==> src/rtl/uart_rx_ctrl_if.sv <==
// uart_rx_ctrl_if: received-byte valid/ready bus (master = receiver, slave = consumer)
interface uart_rx_ctrl_if;
  logic [7:0] rx_data;
  logic rx_valid;
  logic rx_ready;
  modport master (output rx_data, output rx_valid, input rx_ready);
  modport slave (input rx_data, input rx_valid, output rx_ready);
endinterface

==> src/rtl/uart_rx_ctrl.sv <==
// uart_rx_ctrl: 8N1 UART receiver; ports clk, rstn (sync active-low), rx_pin_in (async line), bus (rx_data/rx_valid/rx_ready), frame_err/overrun pulses, busy
module uart_rx_ctrl #(
  parameter int CLKS_PER_BIT = 5208,
  parameter int HALF_BIT = CLKS_PER_BIT / 2
) (
  input  logic clk,
  input  logic rstn,
  input  logic rx_pin_in,
  uart_rx_ctrl_if.master bus,
  output logic frame_err,
  output logic overrun,
  output logic busy
);
  localparam int BW = $clog2(CLKS_PER_BIT);
  typedef enum logic [1:0] {IDLE, START, DATA, STOP} state_t;
  state_t state, state_n;
  logic s1, s2, h2l, half_hit, full_hit, clr, load_bit, good, bad;
  logic [BW-1:0] bcnt;
  logic [2:0] bidx;
  logic [7:0] shift;
  assign h2l = s2 & ~s1;
  assign half_hit = bcnt == BW'(HALF_BIT - 1);
  assign full_hit = bcnt == BW'(CLKS_PER_BIT - 1);
  assign busy = state != IDLE;
  always_comb begin
    state_n = state;
    case (state)
      IDLE:    state_n = h2l ? START : IDLE;
      START:   state_n = half_hit ? (s1 ? IDLE : DATA) : START;
      DATA:    state_n = (full_hit && bidx == 3'd7) ? STOP : DATA;
      default: state_n = full_hit ? IDLE : STOP;
    endcase
    load_bit = state == DATA && full_hit;
    good = state == STOP && full_hit && s1;
    bad = state == STOP && full_hit && !s1;
    clr = state_n != state || load_bit;
  end
  always_ff @(posedge clk) begin
    if (!rstn) begin
      state <= IDLE;
      s1 <= 1'b1;
      s2 <= 1'b1;
      bcnt <= '0;
      bidx <= '0;
      shift <= '0;
      bus.rx_data <= '0;
      bus.rx_valid <= 1'b0;
      frame_err <= 1'b0;
      overrun <= 1'b0;
    end else begin
      s1 <= rx_pin_in;
      s2 <= s1;
      state <= state_n;
      bcnt <= clr ? '0 : bcnt + 1'b1;
      bidx <= state != DATA ? '0 : bidx + {2'b00, load_bit};
      if (load_bit) shift[bidx] <= s1;
      frame_err <= bad;
      overrun <= good && bus.rx_valid && !bus.rx_ready;
      if (good && (!bus.rx_valid || bus.rx_ready)) bus.rx_data <= shift;
      bus.rx_valid <= good ? 1'b1 : bus.rx_valid & ~bus.rx_ready;
    end
  end
endmodule

==> src/flat_wrapper.sv <==
// flat-port wrapper written by rule: the top's interface ports become plain ports
module uart_rx_ctrl_flat 
#(
  parameter int CLKS_PER_BIT = 5208,
  parameter int HALF_BIT = CLKS_PER_BIT / 2
)
  (clk, rstn, rx_pin_in, frame_err, overrun, busy, bus_rx_data, bus_rx_valid, bus_rx_ready);
  uart_rx_ctrl_if bus_i ();
  input  logic clk;
  input  logic rstn;
  input  logic rx_pin_in;
  output logic frame_err;
  output logic overrun;
  output logic busy;
  output wire logic [$bits(bus_i.rx_data)-1:0] bus_rx_data;
  output wire logic [$bits(bus_i.rx_valid)-1:0] bus_rx_valid;
  input wire logic [$bits(bus_i.rx_ready)-1:0] bus_rx_ready;
  assign bus_rx_data = bus_i.rx_data;
  assign bus_rx_valid = bus_i.rx_valid;
  assign bus_i.rx_ready = bus_rx_ready;
  uart_rx_ctrl #(.CLKS_PER_BIT(CLKS_PER_BIT), .HALF_BIT(HALF_BIT)) u_core (.clk(clk), .rstn(rstn), .rx_pin_in(rx_pin_in), .bus(bus_i), .frame_err(frame_err), .overrun(overrun), .busy(busy));
endmodule
==> config.mk <==
export PLATFORM = sky130hd
export DESIGN_NAME = uart_rx_ctrl_flat
export DESIGN_NICKNAME = d
export VERILOG_FILES = /design/src/rtl/uart_rx_ctrl_if.sv /design/src/rtl/uart_rx_ctrl.sv /design/src/flat_wrapper.sv
export SDC_FILE = /design/constraint.sdc
export NUM_CORES = 1
export LEC_CHECK = 0
export CORE_MARGIN = 8
export CORE_UTILIZATION = 47
export CTS_CLUSTER_DIAMETER = 150
export DETAILED_ROUTE_END_ITERATION = 8
export HOLD_SLACK_MARGIN = 0.02
export PLACE_DENSITY = 0.75
export SLEW_MARGIN = 20
export SYNTH_ARGS = -nofsm -noshare
export SYNTH_HDL_FRONTEND = slang
export SYNTH_SLANG_ARGS = --single-unit
==> constraint.sdc <==
create_clock -name clk -period 2.5 [get_ports clk]
set_input_delay 0.625 -clock clk [delete_from_list [all_inputs] [get_ports clk]]
set_output_delay 0.625 -clock clk [all_outputs]
set_load 0.1 [all_outputs]
* Word-level counts from Yosys, hierarchy flattened
Index checks and enable logic that the tools add are counted.
** Cells by class
- Multiplexer cells :: 10
- Reduce and logical (&&, ||, !) cells :: 18
- $add $sub $neg :: 2
- Magnitude comparators :: 2
- Equal/unequal tests :: 8
- Bitwise logic cells :: 5
** Operators by type and width (count)
- $add A13 B1 Y13 const B :: 1
- $eq A13 B12 Y1 const B :: 1
- $eq A13 B13 Y1 const B :: 1
- $logic_and A1 B1 Y1 :: 9
- $bwmux W8 :: 1
- $mux W2 :: 3
- $pmux W2 S3 :: 1
- $eq A2 B2 Y1 const B :: 2
- $lt A3 B4 Y1 const B :: 1
- $mux W1 :: 4
- $reduce_or A2 Y1 :: 2
- $add A3 B1 Y3 :: 1
- $demux W1 S3 :: 1
- $eq A3 B3 Y1 const B :: 1
- $ge A3 B1 Y1 const B :: 1
- $logic_not A1 Y1 :: 3
- $not A1 Y1 :: 3
- $and A1 B1 Y1 :: 2
- $eq A2 B1 Y1 const B :: 1
- $logic_not A2 Y1 :: 1
- $logic_or A1 B1 Y1 :: 2
- $ne A2 B2 Y1 :: 1
- $ne A2 B2 Y1 const B :: 1
- $reduce_bool A2 Y1 :: 1
** Storage, ports and cells
- Bits in registers :: 39

* Depth between registers and ports, before layout
Gate-level depths: netlist of the first run.
- Depth after elaboration :: 7
- Mapped depth :: 8
- Gate-level depth less buffers :: 8

* Worst setup path before layout of the first run
OpenSTA, ideal clock, no wires.
- Path type :: register to register
- Start :: reg u_core.bcnt[0]
- End :: reg u_core.bidx[2]
- Arrival :: 1.717 ns
- Path buffers :: 0
- Library setup time :: 0.092 ns
- Cell stages (with the launch flop) :: 9
- Period minus slack after synthesis :: 1.809 ns
- Setup slack :: 0.691 ns
- Cell sequence :: dfxtp_1 > ha_1 > and4bb_4 > and3_4 > and2_1 > ha_1 > ha_1 > xnor2_1 > nor4_1
** On the way
- Longest elaborated chain between the ends :: 3
** Ends and longest elaborated chain
- start: declaration :: line uart_rx_ctrl.sv:18 : logic [BW-1:0] bcnt;
- start signal: assignment :: line uart_rx_ctrl.sv:54 : bcnt <= clr ? '0 : bcnt + 1'b1;
- $eq A13 B13 Y1 :: line uart_rx_ctrl.sv:23 : assign full_hit = bcnt == BW'(CLKS_PER_BIT - 1);
- $logic_and A1 B1 Y1 :: line uart_rx_ctrl.sv:33 : load_bit = state == DATA && full_hit;
- $add A3 B1 Y3 :: line uart_rx_ctrl.sv:55 : bidx <= state != DATA ? '0 : bidx + {2'b00, load_bit};
- end signal: assignment :: line uart_rx_ctrl.sv:55
- end: declaration :: line uart_rx_ctrl.sv:19 : logic [2:0] bidx;
Every way passes these cells.
A chain may end at the register's enable or synchronous reset.

* Final worst setup path of the first run
Ends and elaborated chain as after synthesis.

==> results of run 1 <==
==> metrics by stage <==
stage               total power [uW]  instances  area, sq um
finish                          1094        244         1994
global route                    1144        244         1994
CTS                             1107        244         1994
detailed placement             697.2        236         1906
global placement               694.6        236         1906
floorplan                      681.5        177         1747
==> cell families after synthesis <==
group	count (synthesis)	share of synthesized area
AO/OA/AOI/OAI	7	0.02794
XOR/XNOR	11	0.05516
adder cells (fa/ha/maj)	3	0.02149
buffers and inverters	9	0.02506
flip-flops	39	0.4470
multiplexers	16	0.09169
AND/OR/NAND/NOR	92	0.3317
==> critical path, delay by kind of cell (launching register included) <==
kind	cells	cell delay [ps]
XOR/XNOR	1	120
adder cells (fa/ha/maj)	3	650
flip-flops	1	340
AND/OR/NAND/NOR	4	780
==> flip-flops by register name (all words and copies together) (netlist names), 2 cells and up <==
signal / cells
u_core.bus.rx_data: 8
u_core.bcnt: 13
u_core.shift: 8
u_core.state: 2
u_core.bidx: 3
==> power by group through the flow <==
stage	registers, uW	logic (uW)	clock network, uW
after floorplan	646	35.7	0
after global placement	649	45.4	0
after detailed placement	650	47.6	0
after CTS	635	48.8	423
after global routing	637	52.7	455
final	635	48.5	410
==> synth_stat cells, types with 2 or more instances <==
cell,n,area (sq um)
a21oi_1,2,10.01
and2_1,2,12.51
and3_1,4,25.02
and3b_1,2,17.52
and4_1,4,35.03
and4bb_4,2,32.53
clkbuf_1,2,7.510
dfxtp_1,39,780.8
ha_1,3,37.54
inv_1,4,15.01
mux2i_1,16,160.2
nand2_1,23,86.33
nand2b_1,4,25.02
nand3_1,6,30.03
nand4_1,5,31.28
nand4_2,2,25.02
nor2_1,22,82.58
nor3_2,2,20.02
nor4b_1,3,26.28
xnor2_1,2,17.52
xor2_1,9,78.83
==> metal layers <==
layer | vias up | share of wire | wire [um]
met5 | - | 0 | 0
met4 | 0 | 0.018 | 59
met3 | 9 | 0.047 | 155
met2 | 24 | 0.52 | 1732
met1 | 630 | 0.42 | 1383
li1 | 655 | - | -
==> worst max-delay path by stage <==
stage,from,end,cells after the start
after floorplan,u_core.bcnt[0]$_SDFF_PP0_,u_core.bidx[2]$_SDFF_PP0_,8
after global placement,rstn,u_core.bcnt[12]$_SDFF_PP0_,5
after detailed placement,rstn,u_core.bcnt[4]$_SDFF_PP0_,5
after CTS,u_core.bcnt[0]$_SDFF_PP0_,u_core.bidx[2]$_SDFF_PP0_,8
after global routing,u_core.bcnt[0]$_SDFF_PP0_,u_core.bidx[2]$_SDFF_PP0_,8
final,u_core.bcnt[0]$_SDFF_PP0_,u_core.bidx[2]$_SDFF_PP0_,8
==> layout make-up <==
| class | count | area (sq um) | area share |
|---|---|---|---|
| Clock buffer | 5 | 68.82 | 0.03450 |
| Clock inverter | 3 | 20.02 | 0.01004 |
| Inverter | 4 | 15.01 | 0.007528 |
| Multi-Input combinational cell | 129 | 922.1 | 0.4624 |
| Sequential cell | 39 | 780.7 | 0.3915 |
| Tap cell | 48 | 60.06 | 0.03011 |
| Timing Repair Buffer | 16 | 127.6 | 0.06399 |
==> summary.md, run 1 <==
| Metric | Value |
|---|---|
| Status | finished, final reports clean |
| M1 GR Usage | 0.1209 |
| Net count after synthesis | 184 |
| Initial antenna violation count | 0 |
| Die area | 0.005923 sq mm |
| Setup TNS | 0 ps |
| DR vias | 1,318 |
| First-pass GRT wire length | 5.968 mm |
| Sequential Power Share | 0.581 |
| Fmax achieved | 511.9 MHz |
| Vias per cell | 5.402 |
| Yosys cell types | 40 |
| Total wire length | 3.330 mm |
| Layout Area Growth over Synthesis | 14.18% |
| Comb pwr share | 0.044 |
| GR Util All Layers | 0.1240 |
| CP Max Fanout | 6 |
| CTS Buf Count | 5 |
| GR Overflow Total | 0 |
| Most frequent cells in the layout | dfxtp_1, nand2_1, nor2_1 |
| Clk_skew | 8.107 ps |
| Max-slew violations | 0 |
| Chip Height | 76.96 um |
| PwrDens | 548.5 mW/mm^2 |
| Reg-to-reg startpoint | u_core.bcnt[0]$_SDFF_PP0_ |
| Setup-failing EPs final | 0 |
| Reg2Reg Depth | 8 |
| Reg2reg end | u_core.bidx[2]$_SDFF_PP0_ |
| Clock root cell | clkbuf_8 |
| Number of global-route vias before repair | 1,382 |
| CP Launch Type | register |
| Hold Path End | u_core.bus.rx_data[6]$_SDFFE_PN0P_ |
| Synthesized instance count | 177 |
| HP Start | u_core.bus.rx_data[6]$_SDFFE_PN0P_ |
| Drt initial violations | 52 |
| Setup Fix Bufs, Post-CTS | 0 |
| Clk sinks | 39 |
| N_diodes | 0 |
| Sw frac | 0.2335 |
| Crit-path most repeated cell | ha_1 |
| Die width | 76.96 um |
| IR drop worst, VDD | 0.0003509 V |
| Final min period | 1953 ps |
| # port buffers | 15 |
| GPL Wtd Cong | 0.8325 |
| Met2 track demand over resource | 0.2277 |
| Final hold violation count | 0 |
| Drt first pass iters | 4 |
| Met3 Use GR | 0.04662 |
| Clock share of power | 0.375 |
| Cts repair resizes | 0 |
| Post-synthesis sequential area ratio | 0.4470 |
| Initial Util | 0.4844 |
| GR peak layer | met2 |
| CP cell instances | ha_1 -> and4bb_4 -> and3_4 -> and2_1 -> ha_1 -> ha_1 -> xnor2_1 -> nor4_1 |
| Final period utilization | 0.7814 |
| I/O pin count | 16 |
| Required @ worst endpoint | 2710 ps |
| Max Cap Violations | 0 |
| Clock Path Buffers | 2 |
| RSZ-0062 raised after global routing | no |
| CP max-delay cell | dfxtp_1 |
| Core ar. | 0.003606 sq mm |
| Pint | 838.5 uW |
| FF-to-FF setup slack | 550 ps |
| Post-synthesis register bit count | 39 |
| Largest net degree at the start of global routing | 24 |
| Pleak | 0.0007815 uW |
| Asr flop ratio synth | 0 |
| Row count | 22 |
| Worst hold path type | reg -> reg |
| Number of synthesized flops with an enable pin | 0 |
| CTS tree | built |
| Mapped Area | 0.001747 sq mm |
| Proportion of layout cells with a drive suffix above 1 | 0.1633 |
| Final worst slack | 546.6 ps |
| Worst-margin pin slew | 444.0 ps |
| Post-route ant nets | 0 |
| Pre-CTS WS | 482.5 ps |
| Slowest Stage Delay on Critical Path | 340 ps |
| Avg WL per Cell | 13.65 um |
| Synth warn | 0 |
| Most common cell after layout, fill and taps aside | dfxtp_1 |
| Hold_ws | 457.5 ps |
| Worst hold path cell count | 2 |
| Synth Area per Inst | 9.868 sq um |
| Max_slew headroom | 0.7000 |
| Psw | 255.4 uW |
| Final Core Density | 0.5531 |
| H-tree levels | 2 |
| Detailed placement HPWL | 2.550 mm |
| Clock latency on the worst-skew pair | 290 ps |
| Crit path DAT | 2160 ps |
| Crit path capture type | register |
| Filler cells | 323 |
| Worst Path Class, Setup | reg -> reg |
| Net count, final | 202 |
| Synth Flop Type | dfxtp_1 |
| Cts hold-fix bufs | 0 |
| DRC errors left | 0 |
| Clk pin slew, worst setup/hold paths | 80 ps |
Note: power is estimated with default switching activity, not from simulation.
==> run 2, diff against run 1 <==
==> constraint.sdc (replaced) <==
create_clock -name clk -period 2 [get_ports clk]
set_input_delay 0.5 -clock clk [delete_from_list [all_inputs] [get_ports clk]]
set_output_delay 0.5 -clock clk [all_outputs]
set_load 0.1 [all_outputs]
==> summary.md, run 2 (same netlist as run 1, synthesis figures left out) <==
| Metric | Value |
|---|---|
| Status | finished, final reports clean (unchanged) |
| GR Util All Layers | 0.1273 (was 0.1240) |
| Pint | 1213 uW (was 838.5 uW) |
| Clock share of power | 0.440 (was 0.375) |
| Most frequent cells in the layout | dfxtp_1, nand2_1, nor2_1 (unchanged) |
| Initial Util | 0.4844 (unchanged) |
| Worst hold path type | reg -> reg (unchanged) |
| Setup-failing EPs final | 0 (unchanged) |
| Reg-to-reg startpoint | u_core.bcnt[0]$_SDFF_PP0_ (unchanged) |
| Vias per cell | 5.223 (was 5.402) |
| Number of global-route vias before repair | 1,341 (was 1,382) |
| HP Start | u_core.bus.rx_data[4]$_SDFFE_PN0P_ (was u_core.bus.rx_data[6]$_SDFFE_PN0P_) |
| Max Cap Violations | 0 (unchanged) |
| Sequential Power Share | 0.518 (was 0.581) |
| Reg2Reg Depth | 8 (unchanged) |
| Sw frac | 0.2094 (was 0.2335) |
| Crit path DAT | 2090 ps (was 2160 ps) |
| Total wire length | 3.479 mm (was 3.330 mm) |
| Met2 wire len | 1.721 mm (was 1.732 mm) |
| Most common cell after layout, fill and taps aside | dfxtp_1 (unchanged) |
| Cts hold-fix bufs | 0 (unchanged) |
| Crit path capture type | register (unchanged) |
| Row count | 22 (unchanged) |
| Fmax achieved | 529.9 MHz (was 511.9 MHz) |
| Worst-margin pin slew | 466.0 ps (was 444.0 ps) |
| Final min period | 1887 ps (was 1953 ps) |
| Max reg flops | 13 (unchanged) |
| Cts repair resizes | 0 (unchanged) |
| Die area | 0.005923 sq mm (unchanged) |
| First-pass GRT wire length | 6.175 mm (was 5.968 mm) |
| Detailed placement HPWL | 2.569 mm (was 2.550 mm) |
| Setup Fix Bufs, Post-CTS | 0 (unchanged) |
| Psw | 321.3 uW (was 255.4 uW) |
| Initial antenna violation count | 0 (unchanged) |
| Largest net degree at the start of global routing | 24 (unchanged) |
| I/O pin count | 16 (unchanged) |
| Final period utilization | 0.9435 (was 0.7814) |
| # port buffers | 15 (unchanged) |
| Proportion of layout cells with a drive suffix above 1 | 0.1759 (was 0.1633) |
| Chip Height | 76.96 um (unchanged) |
| Worst Path Class, Setup | reg -> reg (unchanged) |
| N_diodes | 0 (unchanged) |
| IR drop worst, VDD | 0.0003682 V (was 0.0003509 V) |
| CP Launch Type | register (unchanged) |
| PwrDens | 719.4 mW/mm^2 (was 548.5 mW/mm^2) |
| Regs by FF count | u_core.bcnt (13), u_core.bus.rx_data (8), u_core.shift (8) (unchanged) |
| Max-slew violations | 0 (unchanged) |
| Required @ worst endpoint | 2210 ps (was 2710 ps) |
| Final hold violation count | 0 (unchanged) |
| Routed length on met3 | 162 um (was 155 um) |
| DR vias | 1,290 (was 1,318) |
| Setup TNS | 0 ps (unchanged) |
| FF-to-FF setup slack | 110 ps (was 550 ps) |
| GPL Wtd Cong | 0.8421 (was 0.8325) |
| GR Overflow Total | 0 (unchanged) |
| Placed Cells | 239 (was 236) |
| Post-route ant nets | 0 (unchanged) |
| Comb pwr share | 0.042 (was 0.044) |
| Clock root cell | clkbuf_8 (unchanged) |
| Clk_skew | 6.346 ps (was 8.107 ps) |
| Avg WL per Cell | 14.09 um (was 13.65 um) |
| Die width | 76.96 um (unchanged) |
| CTS tree | built (unchanged) |
| Clk pin slew, worst setup/hold paths | 80 ps (about the same) |
| Layout Area Growth over Synthesis | 22.13% (was 14.18%) |
| Clk sinks | 39 (unchanged) |
| Pleak | 0.0008382 uW (was 0.0007815 uW) |
| Worst hold path cell count | 2 (unchanged) |
| Max_slew headroom | 0.6887 (was 0.7000) |
| Final worst slack | 112.9 ps (was 546.6 ps) |
| Drt first pass iters | 4 (unchanged) |
| RSZ-0062 raised after global routing | no (unchanged) |
| CP Max Fanout | 5 (was 6) |
| Top layer used by detailed routing | met4 (unchanged) |
| Clock Path Buffers | 2 (unchanged) |
| Final instance area | 0.002133 sq mm (was 0.001994 sq mm) |
| WL met1 | 1.534 mm (was 1.383 mm) |
| CTS Buf Count | 5 (unchanged) |
| Most flops, register | u_core.bcnt (unchanged) |
| Hold_ws | 464.1 ps (was 457.5 ps) |
| Drt initial violations | 75 (was 52) |
| Clock latency on the worst-skew pair | 290 ps (about the same) |
| Core ar. | 0.003606 sq mm (unchanged) |
| Net count, final | 205 (was 202) |
| DRC errors left | 0 (unchanged) |
| Pre-CTS WS | 140.5 ps (was 482.5 ps) |
| H-tree levels | 2 (unchanged) |
| Post-route insts no fill | 247 (was 244) |
| Area post-placement | 0.002016 sq mm (was 0.001906 sq mm) |
| Source of the critical timing path | u_core.bcnt[0]$_SDFF_PP0_ (unchanged) |
==> run 2: cell count changes in the layout (fill, tap and decap cells not counted), sizes merged <==
| cell | delta |
|---|---|
| bufinv | +1 |
| clkinvlp | -2 |
| clkbuf | +1 |
| buf | +3 |
==> run 2: layer usage <==
metal	track usage	up-vias
li1	-	660
met1	0.1377	607
met2	0.2107	18
met3	0.04779	5
met4	0.06731	0
met5	0	-
==> run 2: stage by stage <==
step	util	power (uW)
after floorplan	-	851.9
after global placement	0.5590	873.9
after detailed placement	0.5590	877.3
after CTS	0.5916	1552
after global routing	0.5916	1591
final	0.5916	1535
==> run 2: cell type report <==
class / instances / area (sq um)
inverters: 4 / 15.01
clock buffers: 6 / 82.58
repair buffers: 19 / 237.7
fillers: 332 / 1473
clock inverters: 2 / 35.03
well taps: 48 / 60.06
multi-input cells: 129 / 922.1
flip-flops and latches: 39 / 780.7
==> run 2: critical path: stages, from the launching register on <==
cell and delay (ps):
dfxtp_1 340, ha_1 220, and4bb_4 240, and3_4 210, and2_1 140, ha_1 180, ha_1 190, xnor2_1 120
nor4_1 160
==> run 2: worst paths after layout <==
path                                        end
max reg2reg           u_core.bidx[2]$_SDFF_PP0_
min          u_core.bus.rx_data[4]$_SDFFE_PN0P_
max                   u_core.bidx[2]$_SDFF_PP0_
min reg2reg  u_core.bus.rx_data[4]$_SDFFE_PN0P_
==> run 2: power groups by stage <==
stage | logic [uW] | registers (uW) | clock network [uW]
finish | 64.7 | 794 | 676
global route | 71.7 | 796 | 723
CTS | 65.2 | 794 | 693
detailed placement | 64.9 | 812 | 0
global placement | 62.3 | 812 | 0
floorplan | 44.7 | 807 | 0
==> run 3, diff against run 2 <==
--- a/config.mk
+++ b/config.mk
@@ -5,12 +5,12 @@
 export SDC_FILE = /design/constraint.sdc
 export NUM_CORES = 1
 export LEC_CHECK = 0
-export CORE_MARGIN = 8
+export CORE_MARGIN = 2
 export CORE_UTILIZATION = 47
 export CTS_CLUSTER_DIAMETER = 150
 export DETAILED_ROUTE_END_ITERATION = 8
 export HOLD_SLACK_MARGIN = 0.02
-export PLACE_DENSITY = 0.75
+export PLACE_DENSITY = 0.71
 export SLEW_MARGIN = 20
 export SYNTH_ARGS = -nofsm -noshare
 export SYNTH_HDL_FRONTEND = slang
==> summary.md, run 3 (same netlist as run 1, synthesis figures left out) <==
| Metric | Value |
|---|---|
| Final min period | 1871 ps (was 1887 ps) |
| Die width | 64.96 um (was 76.96 um) |
| Cts repair resizes | 0 (unchanged) |
| # port buffers | 15 (unchanged) |
| Core ar. | 0.003606 sq mm (unchanged) |
| IR drop worst, VDD | 0.0004411 V (was 0.0003682 V) |
| Setup Fix Bufs, Post-CTS | 0 (unchanged) |
| Net count, final | 206 (was 205) |
| Source of the critical timing path | u_core.bcnt[0]$_SDFF_PP0_ (unchanged) |
| Crit-path most repeated cell | ha_1 (unchanged) |
| DRC errors left | 0 (unchanged) |
| CP Max Fanout | 5 (unchanged) |
| Max-slew violations | 0 (unchanged) |
| Required @ worst endpoint | 2200 ps (was 2210 ps) |
| Drt first pass iters | 4 (unchanged) |
| GPL Wtd Cong | 0.8057 (was 0.8421) |
| Comb pwr share | 0.047 (was 0.042) |
| Regs by FF count | u_core.bcnt (13), u_core.bus.rx_data (8), u_core.shift (8) (unchanged) |
| Clock latency on the worst-skew pair | 290 ps (about the same) |
| Layout Area Growth over Synthesis | 16.91% (was 22.13%) |
| Cts hold-fix bufs | 0 (unchanged) |
| Clock root cell | clkbuf_8 (unchanged) |
| Post-route insts no fill | 248 (was 247) |
| H-tree levels | 2 (unchanged) |
| Detailed placement HPWL | 2.457 mm (was 2.569 mm) |
| Drt initial violations | 79 (was 75) |
| Psw | 315.9 uW (was 321.3 uW) |
| CTS Buf Count | 5 (unchanged) |
| Most common cell after layout, fill and taps aside | dfxtp_1 (unchanged) |
| N_diodes | 0 (unchanged) |
| Worst Path Class, Setup | reg -> reg (unchanged) |
| Chip Height | 64.96 um (was 76.96 um) |
| Clk sinks | 39 (unchanged) |
| Max reg flops | 13 (unchanged) |
| Clk_skew | 9.121 ps (was 6.346 ps) |
| CP max-delay cell | dfxtp_1 (unchanged) |
| Number of global-route vias before repair | 1,317 (was 1,341) |
| Setup TNS | 0 ps (unchanged) |
| Row count | 22 (unchanged) |
| Final instance area | 0.002042 sq mm (was 0.002133 sq mm) |
| Fmax achieved | 534.5 MHz (was 529.9 MHz) |
| Area post-placement | 0.001961 sq mm (was 0.002016 sq mm) |
| Final Core Density | 0.5663 (was 0.5916) |
| CP Launch Type | register (unchanged) |
| Final worst slack | 129.2 ps (was 112.9 ps) |
| Largest net degree at the start of global routing | 24 (unchanged) |
| Status | finished, final reports clean (unchanged) |
| Sw frac | 0.2305 (was 0.2094) |
| Total wire length | 3.316 mm (was 3.479 mm) |
| CTS tree | built (unchanged) |
| Clock share of power | 0.373 (was 0.440) |
| Worst hold path type | reg -> reg (unchanged) |
| Vias per cell | 5.246 (was 5.223) |
| FF-to-FF setup slack | 130 ps (was 110 ps) |
| Reg-to-reg startpoint | u_core.bcnt[0]$_SDFF_PP0_ (unchanged) |
| Clock Path Buffers | 2 (unchanged) |
| Crit path DAT | 2070 ps (was 2090 ps) |
| Initial Util | 0.4844 (unchanged) |
| Sequential Power Share | 0.580 (was 0.518) |
| Pleak | 0.0008113 uW (was 0.0008382 uW) |
| I/O pin count | 16 (unchanged) |
| Most frequent cells in the layout | dfxtp_1, nand2_1, nor2_1 (unchanged) |
| GR Overflow Total | 0 (unchanged) |
| GR Util All Layers | 0.1763 (was 0.1273) |
| Clk pin slew, worst setup/hold paths | 70 ps (was 80 ps) |
| Filler cells | 334 (was 332) |
| Avg WL per Cell | 13.37 um (was 14.09 um) |
| PwrDens | 671.2 mW/mm^2 (was 719.4 mW/mm^2) |
| Final period utilization | 0.9354 (was 0.9435) |
| Pre-CTS WS | 154.0 ps (was 140.5 ps) |
| RSZ-0062 raised after global routing | no (unchanged) |
| Max Cap Violations | 0 (unchanged) |
| Proportion of layout cells with a drive suffix above 1 | 0.1700 (was 0.1759) |
| Crit path capture type | register (unchanged) |
| Most flops, register | u_core.bcnt (unchanged) |
| Slowest Stage Delay on Critical Path | 340 ps (about the same) |
| Initial antenna violation count | 0 (unchanged) |
| Placed Cells | 240 (was 239) |
| Final hold violation count | 0 (unchanged) |
| Setup-failing EPs final | 0 (unchanged) |
| First-pass GRT wire length | 5.685 mm (was 6.175 mm) |
| Post-route ant nets | 0 (unchanged) |
| Die area | 0.004220 sq mm (was 0.005923 sq mm) |
| Pint | 1055 uW (was 1213 uW) |
| DR vias | 1,301 (was 1,290) |
| CP cell instances | ha_1 -> and4bb_4 -> and3_4 -> and2_1 -> ha_1 -> ha_1 -> xnor2_1 -> nor4_1 (unchanged) |
| Worst-margin pin slew | 447.4 ps (was 466.0 ps) |
| Max_slew headroom | 0.6977 (was 0.6887) |
| HP Start | u_core.bus.rx_data[1]$_SDFFE_PN0P_ (was u_core.bus.rx_data[4]$_SDFFE_PN0P_) |
-- run 3: worst paths after layout --
path,to,depth (start not counted)
worst max-delay path,u_core.bidx[2]$_SDFF_PP0_,8
worst min-delay path,u_core.bus.rx_data[1]$_SDFFE_PN0P_,2
worst max register to register,u_core.bidx[2]$_SDFF_PP0_,8
worst min register to register,u_core.bus.rx_data[1]$_SDFFE_PN0P_,2
-- run 3: power by group through the flow --
stage	Clock, uW	Sequential, uW	Combinational (uW)
after global placement	0	812	62.3
final	512	795	63.9
after floorplan	0	807	44.7
after CTS	523	795	64.9
after detailed placement	0	812	64.3
after global routing	550	796	70.2
-- run 3: metrics by stage --
stage	hold slack, ps	total power [uW]
global placement	446.0	874.2
global route	494.4	1416
finish	466.6	1371
detailed placement	455.8	876.7
floorplan	426.4	851.9
CTS	474.4	1382
-- run 3: final cells by class --
| type | instances | area, sq um | area share |
|---|---|---|---|
| multi-input cells | 129 | 922.1 | 0.4516 |
| flip-flops and latches | 39 | 780.7 | 0.3824 |
| repair buffers | 20 | 182.7 | 0.08946 |
| clock buffers | 7 | 76.32 | 0.03738 |
| well taps | 48 | 60.06 | 0.02941 |
| inverters | 4 | 15.01 | 0.007353 |
| clock inverters | 1 | 5.005 | 0.002451 |
-- run 3: layer usage --
metal,wire (um),track usage,vias up,part of all wire
li1,-,-,664,-
met1,1461,0.1941,615,0.44
met2,1683,0.3157,16,0.51
met3,115,0.05382,6,0.035
met4,56,0.06649,0,0.017
met5,0,0,-,0
-- run 3: critical path, delay by kind of cell (launching register included) --
family / cells / cell delay, ps
and+or+nand+nor: 4 / 750
adders and majority gates: 3 / 590
DFF: 1 / 340
xor gates and xnor gates: 1 / 120
